<file path="config.mk">
export PLATFORM = sky130hd
export DESIGN_NAME = sevenseg_scan_ctrl
export DESIGN_NICKNAME = d
export VERILOG_FILES = /design/src/rtl/sevenseg_scan_ctrl.sv
export SDC_FILE = /design/constraint.sdc
export NUM_CORES = 1
export LEC_CHECK = 0
export BUFFER_PORTS_ARGS = -buffer_cell sky130_fd_sc_hd__buf_2
export CORE_MARGIN = 4
export CORE_UTILIZATION = 56
export CTS_CLUSTER_DIAMETER = 40
export DETAILED_ROUTE_END_ITERATION = 8
export PLACE_DENSITY = 0.86
export SYNTH_ARGS = -nofsm -noshare
export SYNTH_HDL_FRONTEND = slang
export SYNTH_SLANG_ARGS = --single-unit
</file>
<file path="constraint.sdc">
create_clock -name clk -period 2.9 [get_ports clk]
set_clock_uncertainty 0.1 [all_clocks]
set_input_delay 0.145 -clock clk [delete_from_list [all_inputs] [get_ports clk]]
set_output_delay 0.145 -clock clk [all_outputs]
set_load 0.02 [all_outputs]
</file>
<file path="src/rtl/sevenseg_scan_ctrl.sv">
// Time-multiplexed seven-segment scan controller: double-buffered BCD value,
// per-digit guard gap, shared external decoder, registered segment/digit bus.
module sevenseg_scan_ctrl #(
  parameter int NUM_DIGITS = 4,
  parameter int DWELL      = 1000,
  parameter int GUARD      = 2
) (
  input  logic                    clk,
  input  logic                    reset_n,
  input  logic                    en,
  input  logic                    load,
  input  logic [4*NUM_DIGITS-1:0] value,
  input  logic                    blank_lz,
  output logic [3:0]              dec_data,
  input  logic [6:0]              dec_segments,
  output logic [6:0]              seg,
  output logic [NUM_DIGITS-1:0]   digit_en,
  output logic                    pending,
  output logic                    frame_done
);

  localparam int CNT_MAX = (DWELL > GUARD) ? DWELL : GUARD;
  localparam int CW      = $clog2(CNT_MAX + 1);
  localparam int IW      = (NUM_DIGITS > 1) ? $clog2(NUM_DIGITS) : 1;
  localparam logic [6:0] SEG_DASH = 7'b000_0001;

  typedef enum logic {GAP, SHOW} state_t;

  state_t                  state_q, state_d;
  logic [CW-1:0]           cnt_q, cnt_d;
  logic [IW-1:0]           idx_q, idx_d;
  logic [4*NUM_DIGITS-1:0] disp_buf_q, disp_buf_d;
  logic [4*NUM_DIGITS-1:0] pend_buf_q, pend_buf_d;
  logic                    pending_q, pending_d;
  logic [6:0]              seg_q, seg_d;
  logic [NUM_DIGITS-1:0]   digit_en_q, digit_en_d;
  logic                    frame_done_q, frame_done_d;

  logic [3:0]              nib;
  logic                    blank;
  logic                    zero_run;
  logic [NUM_DIGITS-1:0]   idx_onehot;
  logic                    last_idx;

  // Decoder input depends only on idx and the display buffer, so it settles during GAP.
  always_comb begin
    nib = '0;
    for (int i = 0; i < NUM_DIGITS; i++) begin
      if (idx_q == IW'(i)) nib = disp_buf_q[4*i +: 4];
    end
  end

  assign dec_data = nib;

  // A digit is a leading zero when it and every more significant nibble are zero.
  always_comb begin
    blank    = 1'b0;
    zero_run = 1'b1;
    for (int i = NUM_DIGITS - 1; i >= 1; i--) begin
      zero_run = zero_run & (disp_buf_q[4*i +: 4] == 4'd0);
      if (blank_lz && zero_run && (idx_q == IW'(i))) blank = 1'b1;
    end
  end

  always_comb begin
    idx_onehot = '0;
    for (int i = 0; i < NUM_DIGITS; i++) begin
      idx_onehot[i] = (idx_q == IW'(i));
    end
  end

  assign last_idx = (idx_q == IW'(NUM_DIGITS - 1));

  always_comb begin
    state_d      = state_q;
    cnt_d        = cnt_q;
    idx_d        = idx_q;
    disp_buf_d   = disp_buf_q;
    pend_buf_d   = pend_buf_q;
    pending_d    = pending_q;
    seg_d        = seg_q;
    digit_en_d   = digit_en_q;
    frame_done_d = 1'b0;

    if (!en) begin
      // Parked: restart at digit 0, loads go straight to the display buffer.
      state_d    = GAP;
      cnt_d      = '0;
      idx_d      = '0;
      seg_d      = '0;
      digit_en_d = '0;
      pending_d  = 1'b0;
      if (load)           disp_buf_d = value;
      else if (pending_q) disp_buf_d = pend_buf_q;
    end else begin
      if (load) begin
        pend_buf_d = value;
        pending_d  = 1'b1;
      end
      case (state_q)
        GAP: begin
          if (cnt_q == CW'(GUARD - 1)) begin
            state_d    = SHOW;
            cnt_d      = '0;
            digit_en_d = idx_onehot;
            if (blank)            seg_d = '0;
            else if (nib > 4'd9)  seg_d = SEG_DASH;
            else                  seg_d = dec_segments;
          end else begin
            cnt_d = cnt_q + CW'(1);
          end
        end
        SHOW: begin
          if (cnt_q == CW'(DWELL - 1)) begin
            state_d    = GAP;
            cnt_d      = '0;
            seg_d      = '0;
            digit_en_d = '0;
            idx_d      = last_idx ? '0 : idx_q + IW'(1);
            if (last_idx) begin
              // Frame boundary: a same-cycle load bypasses the pending buffer.
              frame_done_d = 1'b1;
              pending_d    = 1'b0;
              if (load)           disp_buf_d = value;
              else if (pending_q) disp_buf_d = pend_buf_q;
            end
          end else begin
            cnt_d = cnt_q + CW'(1);
          end
        end
        default: state_d = GAP;
      endcase
    end
  end

  always_ff @(posedge clk or negedge reset_n) begin
    if (!reset_n) begin
      state_q      <= GAP;
      cnt_q        <= '0;
      idx_q        <= '0;
      disp_buf_q   <= '0;
      pend_buf_q   <= '0;
      pending_q    <= 1'b0;
      seg_q        <= '0;
      digit_en_q   <= '0;
      frame_done_q <= 1'b0;
    end else begin
      state_q      <= state_d;
      cnt_q        <= cnt_d;
      idx_q        <= idx_d;
      disp_buf_q   <= disp_buf_d;
      pend_buf_q   <= pend_buf_d;
      pending_q    <= pending_d;
      seg_q        <= seg_d;
      digit_en_q   <= digit_en_d;
      frame_done_q <= frame_done_d;
    end
  end

  assign seg        = seg_q;
  assign digit_en   = digit_en_q;
  assign pending    = pending_q;
  assign frame_done = frame_done_q;

endmodule

</file>
* After elaboration in Yosys (flattened, before gate mapping)
Cells that the tools add are included.
** Storage, ports and cells
- Bits in registers :: 58
- Bits of input ports :: 28
- Output and inout bits :: 17
- Word-level logic and storage cells :: 83
** Operators by class
- Add/subtract/negate cells :: 2
- Order comparisons :: 1
- Eq/ne operators :: 10
- Muxes and demuxes :: 44
- Bitwise gates (word level) :: 3
- Reductions and logical operators :: 14
** Operators by type and width (number)
- 2-to-1 mux 16 bit :: 6
- 2-to-1 mux 7 bit :: 5
- 2-to-1 mux 10 bit :: 3
- 2-to-1 mux 4 bit :: 7
- case mux 10 bit (2 select lines) :: 1
- 2-to-1 mux 1 bit :: 15
- case mux 7 bit (2 select lines) :: 1
- zero test 4 bit :: 3
- adder 10 x 1 -> 10 bit, second input constant :: 1
- equality test 10 x 1 -> 1 bit, second input constant :: 1
- equality test 10 bit, second input constant :: 1
- 2-to-1 mux 2 bit :: 4
- case mux 4 bit (2 select lines) :: 1
- logical AND 1 bit :: 6
- != test 2 x 1 -> 1 bit, second input constant :: 3
- AND reduction 2 bit :: 3
- equality test 2 bit, second input constant :: 2
- > comparator 4 bit, second input constant :: 1
- != test 3 x 2 -> 1 bit, second input constant :: 1
- != test 3 bit, second input constant :: 1
- AND reduction 3 bit :: 1
- adder 2 x 1 -> 2 bit, second input constant :: 1
- AND 1 bit :: 2
- equality test 2 x 1 -> 1 bit, second input constant :: 1
- 3 further kinds :: 3

* Logic depth before layout (Yosys ltp)
- Depth in word-level cells :: 11
- Gate-level depth with buffers :: 8
- Mapped depth without buffers :: 7

* Least setup slack after synthesis
No wires, ideal clock.
- Kind :: reg2reg
- Start point :: register idx_q[0]
- End point :: register seg_q[0] (netlist: seg[0])
- Library setup time :: 0.121 ns
- Data arrival time :: 1.853 ns
- Required time :: 2.679 ns
- Slack :: 0.826 ns
- Cell stages (with the launch flop) :: 9
- Clock period less this slack :: 2.074 ns
- Cells stage by stage :: dfrtp_1 inv_1 ha_1 clkbuf_1 or2_2 a221oi_1 o22ai_1 a21o_1 a22o_1
** Between the ends
- Longest elaborated chain between the ends :: 11
- Elaborated cells on any way between the ends :: 20
** RTL lines
- from (decl) :: RTL line 31 : logic [IW-1:0] idx_q, idx_d;
- from (signal assigned) :: RTL line 150 : idx_q <= idx_d;
- zero test 2 bit :: RTL line 49 : if (idx_q == IW'(i)) nib = disp_buf_q[4*i +: 4];
- 2-to-1 mux 4 bit (4 in a row) :: RTL line 49
- > comparator 4 bit :: RTL line 107 : else if (nib > 4'd9) seg_d = SEG_DASH;
- 2-to-1 mux 7 bit :: RTL line 107
- 2-to-1 mux 7 bit (*) :: RTL line 106 : if (blank) seg_d = '0;
- 2-to-1 mux 7 bit (*) :: RTL line 102 : if (cnt_q == CW'(GUARD - 1)) begin
- case mux 7 bit (2 select lines) (*) :: RTL line 100 : case (state_q)
- 2-to-1 mux 7 bit (*) :: RTL line 85 : if (!en) begin
- to (signal assigned) :: RTL line 154 : seg_q <= seg_d;
- to (decl) :: RTL line 35 : logic [6:0] seg_q, seg_d;
Every way passes the cells marked *; elsewhere a longest branch is shown, timed or not. The select of a mux whose other input is x is not followed.
A chain may end at the register's enable or synchronous reset.

* Worst setup path in the final report
- Start point :: register idx_q[0]
- End point :: output dec_data[1]
** Between the ends
- Longest elaborated chain between the ends :: 5
- Elaborated cells on any way between the ends :: 8
** RTL lines
- zero test 2 bit :: RTL line 49
- 2-to-1 mux 4 bit (3 in a row) :: RTL line 49
- 2-to-1 mux 4 bit (*) :: RTL line 49
- to (decl) :: RTL line 14 : output logic [3:0] dec_data,
Every way passes the cells marked *; elsewhere a longest branch is shown, timed or not.

==> results.md <==
- Worst path required time: 2.65 ns
- WP buf/inv: 1
- Final worst path period share: about four fifths
- Num rows: 25
- Inserted Clock Buffers: 9
- Seq cells post-synth: a little under 60
- H-Tree Depth: 3
- Pre-CTS setup slack: 0.653 ns
- Fin worst setup slack: 0.577 ns
- Worst VDD drop: 0.000562 V
- Fmax: 0.431 GHz
- Fill cells: between 300 and 400
- FF+latch area: between 1000 and 1500 µm²
- Post-cts resize count: 0
- Crit path cell chain: ha_1 > or2_2 > a221oi_1 > nor2_1 > buf_2
- Layout cells sized above 1: 30.2%
- Vias in the first global route: 2146
- Critical path class: reg2out
- Syn_nets: between 200 and 300
- CP endpoint kind: output pin
- Lkg Pwr: 1.60 nW
- Largest net degree at the start of global routing: 40
- CP max stage cell: dfrtp_1
- First-pass GRT wire length: 10.0 mm
- Drt total wl: 5.79 mm
- Clk slew on worst S/H paths: roughly 0.06 ns
- Library cells used by synthesis: 42
- Top cell type by total area after synthesis: dfrtp_1
- Worst hold-check path type: in2reg
- Initial antenna violation count: 0
- Endpoints failing setup: 0
- Initial Util: 58.8%
- Synth warnings: 0
- Routed vias/inst: 5.52
- Top post-synthesis cells by area: dfrtp_1 (52%), mux2i_1 (6.4%), mux2_2 (6.4%), nor2_1 (4.8%), a21oi_2 (4.4%)
- # IOs: 45
- Final Total Pwr: 0.00195 W
- Hold buffers post-CTS: 23
- Top-count cell post-synth: dfrtp_1
- HPWL after DPL: approximately 4.0 mm
- Seq pwr share: 50.0%
- Setup bufs post-CTS: 0
- Post-Synthesis Cell Area: 2810 µm²
- Core area: 4790 µm²
- DIE AREA: 6220 µm²
- # diodes: 0
- CTS Sinks: 58
- Status: completed
- Multi-input gate area: approximately 1300 µm²
- Mapped Cells: ~250
- Initial drt markers: ~140
- Max-slew violation count: 0
- Syn Area/Cell: 11.4 µm²
- Clock share of power: between 30% and 40%
- Root buffer cell: clkbuf_8
- Prevailing post-synth register cell: dfrtp_1
- Headroom to the max-slew limit: 52.0%
- Peak fanout along the critical path: 13
- RSZ-0062 raised after global routing: false
- Seq/Total Area, Yosys: 51.6%
- Tmin final: between 2 and 2.5 ns
- Die Height: around 79 µm
- Slew @ Worst Pin: 0.718 ns
- Input/output buffers: 44
- Startpoint Class: register
- Top delay family on crit path: simple AND/OR/NAND/NOR gates
- MaxCap Viol Count: 0
- Int Pwr: 0.00139 W
- Vias: 2126
- CTS tree: yes
- Total track usage: 21.1%
- Switching Share: 28.3%
- Routed Antenna Nets: 0
- Clock Latency Late Sink: 0.33 ns
- Net Sw Power: 0.000551 W
- Crit path DAT: 2.08 ns
- Congestion Overflow GR: 0
- Synth top area share: 51.6%
- Crit-path max cell delay: 0.40 ns
- Comb pwr share: 18.1%
- DIE WIDTH: ~80 µm
- Final hold vios: 0
- Area Growth Syn to Fin: 22.6%
- Pwr per Cell Area: 564 nW/µm²
- Synth top cells by count: dfrtp_1 (58), nor2_1 (36), mux2i_1 (18)
- Pre-antenna DRT Iters: 4
- Final nets: roughly 350
- DRC violation count after routing: 0
- Gp weighted congestion: 0.875
- DR WL/cell: approximately 15 µm
- TNS Setup: 0 ns
- Longest Clk Path Bufs: 2
- EDFF count, synth: 0
- Synth async-reset ratio: 100%
power groups by stage:
stage               logic, W  clock network [W]  registers (W)
detailed placement  0.000331                  0       0.000985
global placement    0.000318                  0       0.000979
global route        0.000394           0.000675       0.000984
finish              0.000353           0.000621       0.000972
floorplan           0.000226                  0       0.000981
CTS                 0.000357           0.000633       0.000971
path summary, 6_finish.rpt:
check | startpoint | to | slack (ns) | depth (start not counted)
min | dec_segments[0] | seg[0] | 0.03 | 3
min reg2reg | seg[2] | seg[2] | 0.38 | 1
max reg2reg | idx_q[0] | seg[0] | 0.62 | 6
max | idx_q[0] | dec_data[1] | 0.58 | 5
max in group asynchronous | reset_n | pend_buf_q[1] | 1.66 | 3
min in group asynchronous | reset_n | cnt_q[8] | 0.19 | 2
layout by cell type (no fill, tap or decap), types with 7 or more instances in the layout:
cell,count
clkbuf_8,10
mux2_2,16
nor2_1,36
a21oi_2,14
dfrtp_1,58
a21oi_1,8
buf_2,44
mux2i_1,18
dlygate4sd3_1,23
nand2_1,7
kinds of logic after synthesis:
kind of cell / synth area share [%]
fa+ha+maj: 2.67
xor+xnor: 2.80
mux: 12.8
buf+inv: 3.42
compound gates: 13.1
simple gates: 13.6
flops: 51.6
per-layer routing:
| metal | track usage [%] | up-vias | share of wire, % |
|---|---|---|---|
| met1 | 24.3 | 1048 | 42 |
| met3 | 7.37 | 11 | 4.1 |
| met4 | 6.87 | 0 | 1.5 |
| met5 | 0 | - | 0 |
| li1 | - | 1018 | - |
| met2 | 36.7 | 49 | 53 |
per-stage QoR:
stage / hold WS, ns / cell area (µm²) / instances / utilization (%)
final: 0.0293 / 3450 / 385 / 72.1
after global routing: 0.0294 / 3450 / 385 / 72.1
after CTS: 0.0195 / 3450 / 385 / 72.1
after detailed placement: 0.0204 / 3060 / 346 / 63.8
after global placement: 0.00558 / 3060 / 346 / 63.8
after floorplan: -0.251 / 2810 / 246 / -
layout make-up:
class / instances / share of cell area [%]
flip-flops and latches: 58 / 42.1
multi-input cells: 170 / 36.7
repair buffers: 69 / 13.5
clock buffers: 13 / 4.32
well taps: 67 / 2.43
inverters: 5 / 0.544
clock inverters: 3 / 0.435
state kept, by name, summed over array words and instances, names as in the netlist:
| name | flops |
|---|---|
| cnt_q | 10 |
| digit_en | 4 |
| disp_buf_q | 16 |
| frame_done | 1 |
| idx_q | 2 |
| pend_buf_q | 16 |
| pending | 1 |
| seg | 7 |
| state_q | 1 |
worst min-delay path: cells and delay by family:
family                 cells  cell delay (ns)
AO/OA/AOI/OAI              2             0.21
buffers and inverters      1             0.08
No activity file was read; power rests on OpenSTA's default activity.
